==> src/rtl/c_tile_drain_if.sv <==
// Bundle of the C-SRAM read port and the (row,col)-tagged result stream.
// master = drain engine side, slave = SRAM wrapper / downstream consumer side.
interface c_tile_drain_if #(
  parameter int DATA_W = 32,
  parameter int ROW_W  = 3,
  parameter int COL_W  = 3
);
  logic              c_rd_en;
  logic              c_rd_re;
  logic [ROW_W-1:0]  c_rd_row;
  logic [COL_W-1:0]  c_rd_col;
  logic [DATA_W-1:0] c_rd_rdata;
  logic              c_rd_rvalid;
  logic              m_valid;
  logic              m_ready;
  logic [DATA_W-1:0] m_data;
  logic [ROW_W-1:0]  m_row;
  logic [COL_W-1:0]  m_col;
  logic              m_last;

  modport master (
    output c_rd_en, c_rd_re, c_rd_row, c_rd_col,
    input  c_rd_rdata, c_rd_rvalid,
    output m_valid, m_data, m_row, m_col, m_last,
    input  m_ready
  );

  modport slave (
    input  c_rd_en, c_rd_re, c_rd_row, c_rd_col,
    output c_rd_rdata, c_rd_rvalid,
    input  m_valid, m_data, m_row, m_col, m_last,
    output m_ready
  );
endinterface

==> src/rtl/c_tile_drain.sv <==
// Walks an MxN C tile in row-major order and streams it out through a small FIFO.
// Define C_DRAIN_RELU_EN to replace every sign-bit-set word with zero on push.
module c_tile_drain #(
  parameter int M          = 8,
  parameter int N          = 8,
  parameter int DATA_W     = 32,
  parameter int ROW_W      = (M <= 1) ? 1 : $clog2(M),
  parameter int COL_W      = (N <= 1) ? 1 : $clog2(N),
  parameter int FIFO_DEPTH = 4
) (
  input  logic             clk,
  input  logic             rst_n,
  input  logic             start,
  input  logic             c_valid_i,
  output logic             busy,
  output logic             done,
  c_tile_drain_if.master   bus
);
  localparam int CNT_W = $clog2(FIFO_DEPTH) + 1;
  localparam int ENT_W = 1 + ROW_W + COL_W + DATA_W;

  typedef enum logic [2:0] {S_IDLE, S_WAIT_CV, S_REQ, S_GAP, S_FLUSH, S_DONE} state_t;

  state_t            state_q, state_d;
  logic              busy_q, busy_d, done_q, done_d, rd_en_q, rd_en_d;
  logic              c_valid_q;
  logic [ROW_W-1:0]  row_q, row_d;
  logic [COL_W-1:0]  col_q, col_d;
  logic              last_rd_q, last_rd_d;
  logic [ENT_W-1:0]  slot_q [FIFO_DEPTH];
  logic [ENT_W-1:0]  slot_d [FIFO_DEPTH];
  logic [FIFO_DEPTH-1:0] vld_q, vld_d;
  logic [CNT_W-1:0]  cnt_q, cnt_d, wr_pos;
  logic              credit, at_last, push, pop;
  logic [DATA_W-1:0] word_in;
  logic [ENT_W-1:0]  entry_in;

  assign credit  = (cnt_q < CNT_W'(FIFO_DEPTH));
  assign at_last = (row_q == ROW_W'(M - 1)) && (col_q == COL_W'(N - 1));
  assign push    = (state_q == S_REQ) && bus.c_rd_rvalid;
  assign pop     = vld_q[0] && bus.m_ready;

`ifdef C_DRAIN_RELU_EN
  assign word_in = bus.c_rd_rdata[DATA_W-1] ? '0 : bus.c_rd_rdata;
`else
  assign word_in = bus.c_rd_rdata;
`endif
  assign entry_in = {at_last, row_q, col_q, word_in};

  // c_valid_i is registered so a late tile-ready costs the same two cycles as start.
  always_ff @(posedge clk) begin
    if (!rst_n) begin
      state_q   <= S_IDLE;
      busy_q    <= 1'b0;
      done_q    <= 1'b0;
      rd_en_q   <= 1'b0;
      c_valid_q <= 1'b0;
    end else begin
      state_q   <= state_d;
      busy_q    <= busy_d;
      done_q    <= done_d;
      rd_en_q   <= rd_en_d;
      c_valid_q <= c_valid_i;
    end
  end

  always_comb begin
    state_d = state_q;
    case (state_q)
      S_IDLE:    if (start) state_d = S_WAIT_CV;
      S_WAIT_CV: if (c_valid_q && credit) state_d = S_REQ;
      S_REQ:     if (bus.c_rd_rvalid) state_d = S_GAP;
      S_GAP: begin
        if (!bus.c_rd_rvalid) begin
          if (last_rd_q)   state_d = S_FLUSH;
          else if (credit) state_d = S_REQ;
        end
      end
      S_FLUSH:   if (cnt_q == '0) state_d = S_DONE;
      S_DONE:    state_d = S_IDLE;
      default:   state_d = S_IDLE;
    endcase
  end

  // Outputs decode the next state so they leave the flops already aligned with it.
  always_comb begin
    busy_d  = (state_d != S_IDLE);
    done_d  = (state_d == S_DONE);
    rd_en_d = (state_d == S_REQ);
  end

  always_comb begin
    row_d     = row_q;
    col_d     = col_q;
    last_rd_d = last_rd_q;
    if ((state_q == S_IDLE) && start) begin
      row_d     = '0;
      col_d     = '0;
      last_rd_d = 1'b0;
    end else if (push) begin
      last_rd_d = at_last;
      if (col_q == COL_W'(N - 1)) begin
        col_d = '0;
        row_d = at_last ? '0 : row_q + ROW_W'(1);
      end else begin
        col_d = col_q + COL_W'(1);
      end
    end
  end

  // Shift-register FIFO: slot 0 is always the head, so m_* come straight from flops.
  always_comb begin
    wr_pos = pop ? cnt_q - CNT_W'(1) : cnt_q;
    cnt_d  = cnt_q + CNT_W'(push) - CNT_W'(pop);
    for (int i = 0; i < FIFO_DEPTH; i++) begin
      slot_d[i] = slot_q[i];
      vld_d[i]  = vld_q[i];
    end
    if (pop) begin
      for (int i = 0; i < FIFO_DEPTH - 1; i++) begin
        slot_d[i] = slot_q[i+1];
        vld_d[i]  = vld_q[i+1];
      end
      slot_d[FIFO_DEPTH-1] = '0;
      vld_d[FIFO_DEPTH-1]  = 1'b0;
    end
    for (int i = 0; i < FIFO_DEPTH; i++) begin
      if (push && (wr_pos == CNT_W'(i))) begin
        slot_d[i] = entry_in;
        vld_d[i]  = 1'b1;
      end
    end
  end

  always_ff @(posedge clk) begin
    if (!rst_n) begin
      row_q     <= '0;
      col_q     <= '0;
      last_rd_q <= 1'b0;
      cnt_q     <= '0;
      vld_q     <= '0;
      for (int i = 0; i < FIFO_DEPTH; i++) slot_q[i] <= '0;
    end else begin
      row_q     <= row_d;
      col_q     <= col_d;
      last_rd_q <= last_rd_d;
      cnt_q     <= cnt_d;
      vld_q     <= vld_d;
      for (int i = 0; i < FIFO_DEPTH; i++) slot_q[i] <= slot_d[i];
    end
  end

  assign busy         = busy_q;
  assign done         = done_q;
  assign bus.c_rd_en  = rd_en_q;
  assign bus.c_rd_re  = rd_en_q;
  assign bus.c_rd_row = row_q;
  assign bus.c_rd_col = col_q;
  assign bus.m_valid  = vld_q[0];
  assign {bus.m_last, bus.m_row, bus.m_col, bus.m_data} = slot_q[0];
endmodule

==> src/flat_wrapper.sv <==
// flat-port wrapper written by rule: the top's interface ports become plain ports
module c_tile_drain_flat 
#(
  parameter int M          = 8,
  parameter int N          = 8,
  parameter int DATA_W     = 32,
  parameter int ROW_W      = (M <= 1) ? 1 : $clog2(M),
  parameter int COL_W      = (N <= 1) ? 1 : $clog2(N),
  parameter int FIFO_DEPTH = 4
)
  (clk, rst_n, start, c_valid_i, busy, done, bus_c_rd_en, bus_c_rd_re, bus_c_rd_row, bus_c_rd_col, bus_c_rd_rdata, bus_c_rd_rvalid, bus_m_valid, bus_m_data, bus_m_row, bus_m_col, bus_m_last, bus_m_ready);
  c_tile_drain_if #(.DATA_W(DATA_W), .ROW_W(ROW_W), .COL_W(COL_W)) bus_i ();
  input  logic clk;
  input  logic rst_n;
  input  logic start;
  input  logic c_valid_i;
  output logic busy;
  output logic done;
  output wire logic [$bits(bus_i.c_rd_en)-1:0] bus_c_rd_en;
  output wire logic [$bits(bus_i.c_rd_re)-1:0] bus_c_rd_re;
  output wire logic [$bits(bus_i.c_rd_row)-1:0] bus_c_rd_row;
  output wire logic [$bits(bus_i.c_rd_col)-1:0] bus_c_rd_col;
  input wire logic [$bits(bus_i.c_rd_rdata)-1:0] bus_c_rd_rdata;
  input wire logic [$bits(bus_i.c_rd_rvalid)-1:0] bus_c_rd_rvalid;
  output wire logic [$bits(bus_i.m_valid)-1:0] bus_m_valid;
  output wire logic [$bits(bus_i.m_data)-1:0] bus_m_data;
  output wire logic [$bits(bus_i.m_row)-1:0] bus_m_row;
  output wire logic [$bits(bus_i.m_col)-1:0] bus_m_col;
  output wire logic [$bits(bus_i.m_last)-1:0] bus_m_last;
  input wire logic [$bits(bus_i.m_ready)-1:0] bus_m_ready;
  assign bus_c_rd_en = bus_i.c_rd_en;
  assign bus_c_rd_re = bus_i.c_rd_re;
  assign bus_c_rd_row = bus_i.c_rd_row;
  assign bus_c_rd_col = bus_i.c_rd_col;
  assign bus_i.c_rd_rdata = bus_c_rd_rdata;
  assign bus_i.c_rd_rvalid = bus_c_rd_rvalid;
  assign bus_m_valid = bus_i.m_valid;
  assign bus_m_data = bus_i.m_data;
  assign bus_m_row = bus_i.m_row;
  assign bus_m_col = bus_i.m_col;
  assign bus_m_last = bus_i.m_last;
  assign bus_i.m_ready = bus_m_ready;
  c_tile_drain #(.M(M), .N(N), .DATA_W(DATA_W), .ROW_W(ROW_W), .COL_W(COL_W), .FIFO_DEPTH(FIFO_DEPTH)) u_core (.clk(clk), .rst_n(rst_n), .start(start), .c_valid_i(c_valid_i), .busy(busy), .done(done), .bus(bus_i));
endmodule
==> config.mk <==
export PLATFORM = sky130hd
export DESIGN_NAME = c_tile_drain_flat
export DESIGN_NICKNAME = d
export VERILOG_FILES = /design/src/rtl/c_tile_drain_if.sv /design/src/rtl/c_tile_drain.sv /design/src/flat_wrapper.sv
export SDC_FILE = /design/constraint.sdc
export NUM_CORES = 1
export LEC_CHECK = 0
export BUFFER_PORTS_ARGS = -buffer_cell sky130_fd_sc_hd__buf_2
export CAP_MARGIN = 10
export CORE_MARGIN = 2
export CORE_UTILIZATION = 30
export DETAILED_ROUTE_END_ITERATION = 8
export PLACE_DENSITY = 0.51
export SYNTH_ARGS = -nofsm -noshare
export SYNTH_HDL_FRONTEND = slang
export SYNTH_SLANG_ARGS = --single-unit
==> constraint.sdc <==
create_clock -name clk -period 2.6 [get_ports clk]
set_input_delay 0.13 -clock clk [delete_from_list [all_inputs] [get_ports clk]]
set_output_delay 0.13 -clock clk [all_outputs]
set_load 0.1 [all_outputs]
=== After elaboration in Yosys (flattened, before gate mapping) ===
Memory sizes are Yosys's and may differ from the RTL's.
Index checks and enable logic that the tools add are counted.

* Equal/unequal tests: 11
* Add/subtract/negate cells: 5
* Order comparisons: 1
* Bitwise logic cells: 5
* Reductions and logical operators: 19
* Muxes and demuxes: 27

{| class="wikitable"
|+ Operator list
! operator !! number
|-
| two-way mux 39 bit || 8
|-
| two-way mux 156 bit || 1
|-
| two-way mux 3 bit || 10
|-
| == test 3 x 2 -> 1 bit (second input constant) || 5
|-
| case mux 3 bit (5 select lines) || 1
|-
| == test 3 bit (second input constant) || 4
|-
| logical AND 1 bit || 9
|-
| zero test 3 bit || 3
|-
| nonzero test 2 bit || 4
|-
| adder 3 x 1 -> 3 bit (second input constant) || 2
|-
| == test 3 x 1 -> 1 bit (second input constant) || 2
|-
| two-way mux 1 bit || 6
|-
| two-way mux 4 bit || 1
|-
| bitwise OR 1 bit || 4
|-
| adder 3 x 1 -> 3 bit || 1
|-
| < comparator 3 bit (second input constant) || 1
|-
| nonzero test 3 bit || 1
|-
| subtractor 3 x 1 -> 3 bit || 1
|-
| subtractor 3 x 1 -> 3 bit (second input constant) || 1
|-
| AND reduction 2 bit || 1
|-
| OR reduction 2 bit || 1
|-
| NOT 1 bit || 1
|}

* Memories: 1
* Flip-flop bits (word level): 21
* Bits in writable memories: 156

{| class="wikitable"
|+ Memory list
! memory !! depth !! width !! rd ports !! clocked after Yosys merged registers in !! wr ports !! RTL line !! text
|-
| u_core.slot_q || 4 || 39 || 4 || 0 || 4 || c_tile_drain.sv:30 || <nowiki>logic [ENT_W-1:0] slot_q [FIFO_DEPTH];</nowiki>
|}

=== Depth between registers and ports, before layout ===
* Depth after elaboration: 6
* Mapped depth: 10
* Mapped depth without buffers: 9

=== Worst setup path after synthesis ===
OpenSTA, ideal clock, no wires.

* Path type: register -> register
* Start: register u_core.vld_q[0]
* End: register u_core.cnt_q[2]
* Path buffers: 1
* Stages on the path, launching flop included: 11
* Library setup time: 0.115 ns
* Data arrival time: 2.969 ns
* Path slack: -0.484 ns
* Period minus slack after synthesis: 3.084 ns
* Cell sequence: dfxtp_1 > nand2_2 > inv_2 > buf_2 > ha_1 > inv_1 > ha_1 > fa_1 > xnor2_1 > xnor2_1 > and2_1

* Cells in the longest elaborated chain, start to end: 2

{| class="wikitable"
|+ RTL lines
! item !! RTL line !! text
|-
| from (decl) || c_tile_drain.sv:32 || <nowiki>logic [FIFO_DEPTH-1:0] vld_q, vld_d;</nowiki>
|-
| from (signal assigned) || c_tile_drain.sv:148 || <nowiki>vld_q <= vld_d;</nowiki>
|-
| logical AND 1 bit || c_tile_drain.sv:41 || <nowiki>assign pop = vld_q[0] && bus.m_ready;</nowiki>
|-
| subtractor 3 x 1 -> 3 bit || c_tile_drain.sv:114 || <nowiki>cnt_d = cnt_q + CNT_W'(push) - CNT_W'(pop);</nowiki>
|-
| to (signal assigned) || c_tile_drain.sv:147 || <nowiki>cnt_q <= cnt_d;</nowiki>
|-
| to (decl) || c_tile_drain.sv:33 || <nowiki>logic [CNT_W-1:0] cnt_q, cnt_d, wr_pos;</nowiki>
|}

No other way between the ends.
A chain may end at the register's enable or synchronous reset.

=== Worst setup path in the final report ===
* Start: register u_core.cnt_q[1]
* End: register u_core.vld_q[0]

* Cells in the longest elaborated chain, start to end: 5
* Elaborated cells between the ends (all ways): 6
* Classes of those cells: 1 x add/sub; 2 x mux; 3 x reduce/logical

{| class="wikitable"
|+ RTL lines
! item !! RTL line !! text
|-
| subtractor 3 x 1 -> 3 bit || c_tile_drain.sv:113 || <nowiki>wr_pos = pop ? cnt_q - CNT_W'(1) : cnt_q;</nowiki>
|-
| two-way mux 3 bit (*) || c_tile_drain.sv:113 ||
|-
| zero test 3 bit (*) || c_tile_drain.sv:128 || <nowiki>if (push && (wr_pos == CNT_W'(i))) begin</nowiki>
|-
| logical AND 1 bit (*) || c_tile_drain.sv:128 ||
|-
| two-way mux 1 bit / nonzero test 2 bit (equally long branches) || n/a ||
|}

Mark *: on every way between the ends. The rest lies on a longest branch, timed or not.

==> run metrics <==
status complete, no violations; wire per inst about 15 um; Worst Path Max Fanout 35; post-synthesis mux area share 26.8%; CP endpoint kind flop; Final GP Congestion ~0.74; startpoint types flop; layout cells sized above 1 ~30%; Post-Route Setup TNS 0 ns; drc violations 0; gr usage total approximately an eighth; critical path data required time between 2 and 3 ns; Max Transition Viols Final 0; most common cell after layout, fill and taps aside dfxtp_1; total grt overflow 0; Max-slew headroom roughly 17%; Placed Area between 0.008 and 0.009 sq mm; Post-synth top flop dfxtp_1; Hold/Removal Path Class in2reg; drt total wl 17.7 mm; vias per cell between 4 and 5; clock latency on the worst-skew pair ~0.42 ns; CP endpoint u_core.vld_q[0]; post-route clock period utilization around 83%; Worst-Margin Slew around 1.2 ns; utilization after layout between 30% and 40%; post-route cell area 0.00924 sq mm; largest family of logic cells by synthesized area multiplexers; fin crit period 2.16 ns; critical path data arrival time between 2 and 2.5 ns; maximum VDD drop 398 uV; Clock Skews roughly 0.011 ns; vias in the first global route 5711; CTS tree built; post-synth cell types between 40 and 50; crit path from u_core.cnt_q[1]; Starting Density 30.5%; n_diodes 0; Leakage about 4.2 nW; clk slew on worst S/H paths 0.07 ns; Rows 59; Top Ports between 80 and 90; unrepaired setup endpoints after global routing no; sequential-to-total area share from yosys stat around 45%; Synth async-reset ratio 0%; #FFs+latches synth 177; Synth Instances 804; Clock Path Buffers 2; largest net degree at the start of global routing ~120; R2R cell count 7; vias post-DR approximately 5700; Clock Sinks between 150 and 200; Layout Nets 904; # H-tree levels 4; setup violators final 0; Die Y ~170 um; root buf cell clkbuf_16; Antenna Nets Post-Route 0; Gates resized, CTS repair 0; PortBufs 87; CP Class reg2reg; DIE AREA roughly 0.028 sq mm; post-synthesis xor/xnor area fraction less than 1%; Mapped Nets around 850; # Post-CTS Setup Buffers 0; DP HPWL between 10 and 15 mm; Layout Area Growth over Synthesis 16.3%; Post-Synth Adder-Cell Area around 1.5%; Mapped Area 0.00794 sq mm; global-route wire length before repair 29.5 mm; Reg-to-Reg Start u_core.cnt_q[1]; reg2reg end u_core.vld_q[0]; synth warn 0; 1st-pass router iterations 4; max cap viols 0; core area approximately 0.026 sq mm; most frequent cells in the layout dfxtp_1, nand3_1, mux2_2; Synth Area in Compound Gates 7.17%; DR iter-0 viols 255; mean post-synth cell area 9.88 sq um; cts bufs inserted 17; reg2reg setup slack around 0.44 ns; DIE WIDTH about 170 um; PwrDens 600 mW/mm^2; Post-Synth Simple-Gate Area 14.5%; initial antenna violation count 0; Hold Violations, Final 0; EDFF count, synth 0; achievable frequency 463 MHz
[final cells by class]
class / count / area, sq um
well taps: 335 / 419
fillers: 2682 / 16800
multi-input cells: 549 / 4010
repair buffers: 102 / 657
inverters: 10 / 37.5
clock inverters: 10 / 101
clock buffers: 21 / 470
flip-flops and latches: 177 / 3550
[power by group]
group / internal (mW) / switching [mW] / leakage (nW)
Clock: 1.40 / 1.09 / 0.278
Sequential: 2.73 / 0.0142 / 1.43
Combinational: 0.0867 / 0.222 / 2.50
[how the worst min path moves through the flow]
stage / slack (ns) / depth (start not counted) / from / end
finish: 0.03 / 3 / bus_c_rd_rdata[20] / u_core.slot_q[3][20]
global route: 0.03 / 3 / bus_c_rd_rdata[0] / u_core.slot_q[2][0]
floorplan: 0.26 / 1 / c_valid_i / u_core.c_valid_q
CTS: 0.02 / 3 / bus_c_rd_rdata[0] / u_core.slot_q[2][0]
global placement: 0.36 / 2 / c_valid_i / u_core.c_valid_q
detailed placement: 0.37 / 2 / c_valid_i / u_core.c_valid_q
[state kept, by name, summed over array words and instances (netlist names), 3 cells and up]
register             cells
u_core.slot_q          156
u_core.vld_q             4
u_core.bus.c_rd_col      3
u_core.bus.c_rd_row      3
u_core.cnt_q             3
u_core.state_q           3
[Yosys cell counts (2+ instances only)]
library cell    n  area (sq um)
dfxtp_1       177          3540
nand3_1       120           601
mux2_2        118          1330
nand2_1        90           338
mux2i_1        80           801
o21ai_0        69           345
clkbuf_1       33           124
buf_2          13          65.1
buf_6          11           124
o21ai_1        11          55.1
a21oi_1         9          45.0
ha_1            8           100
inv_1           8          30.0
and2_1          7          43.8
buf_1           7          26.3
buf_4           4          30.0
nand2b_1        3          18.8
nor2_1          3          11.3
a21boi_0        2          15.0
a21boi_1        2          15.0
inv_2           2          7.51
nand3_2         2          20.0
nand3b_1        2          15.0
nand4b_1        2          17.5
or3_1           2          12.5
xnor2_1         2          17.5
[critical path, cell delays in order (launching register included)]
cell and delay, ns:
dfxtp_1 0.38, inv_1 0.12, ha_1 0.20, ha_1 0.30
and4_1 0.27, o211ai_4 0.23, buf_4 0.37, a21boi_0 0.15
[repair_timing]
item,in CTS,in global routing
hold buffers,1,0
setup endpoints to repair,0,0
hold endpoints to repair,1,0
[through the flow]
step | std cells | hold slack, ns | total power [mW] | worst slack [ns]
5_1_grt | 1204 | 0.0269 | 5.77 | 0.256
2_1_floorplan | 804 | 0.257 | 3.02 | 0.111
3_3_place_gp | 1172 | 0.359 | 3.11 | 0.478
3_5_place_dp | 1172 | 0.365 | 3.11 | 0.426
6_report | 1204 | 0.0269 | 5.54 | 0.442
4_1_cts | 1204 | 0.0221 | 5.64 | 0.409
[per-layer routing]
| layer | GRT usage [%] | share of wire (%) | vias up |
|---|---|---|---|
| met2 | 21.6 | 46 | 79 |
| met1 | 17.1 | 50 | 2698 |
| li1 | - | - | 2932 |
| met5 | 0 | 0 | - |
| met3 | 2.83 | 3.1 | 13 |
| met4 | 3.49 | 0.93 | 0 |
[cell families (layout without fill, tap and decap cells)]
| family | count (synthesis) | count (layout) |
|---|---|---|
| AOI/OAI and AO/OA | 101 | 101 |
| adders and majority gates | 9 | 9 |
| muxes | 198 | 198 |
| buffers and inverters | 78 | 143 |
| and+or+nand+nor | 239 | 239 |
| xor gates and xnor gates | 2 | 2 |
| DFF | 177 | 177 |
Note: power is estimated with default switching activity, not from simulation.
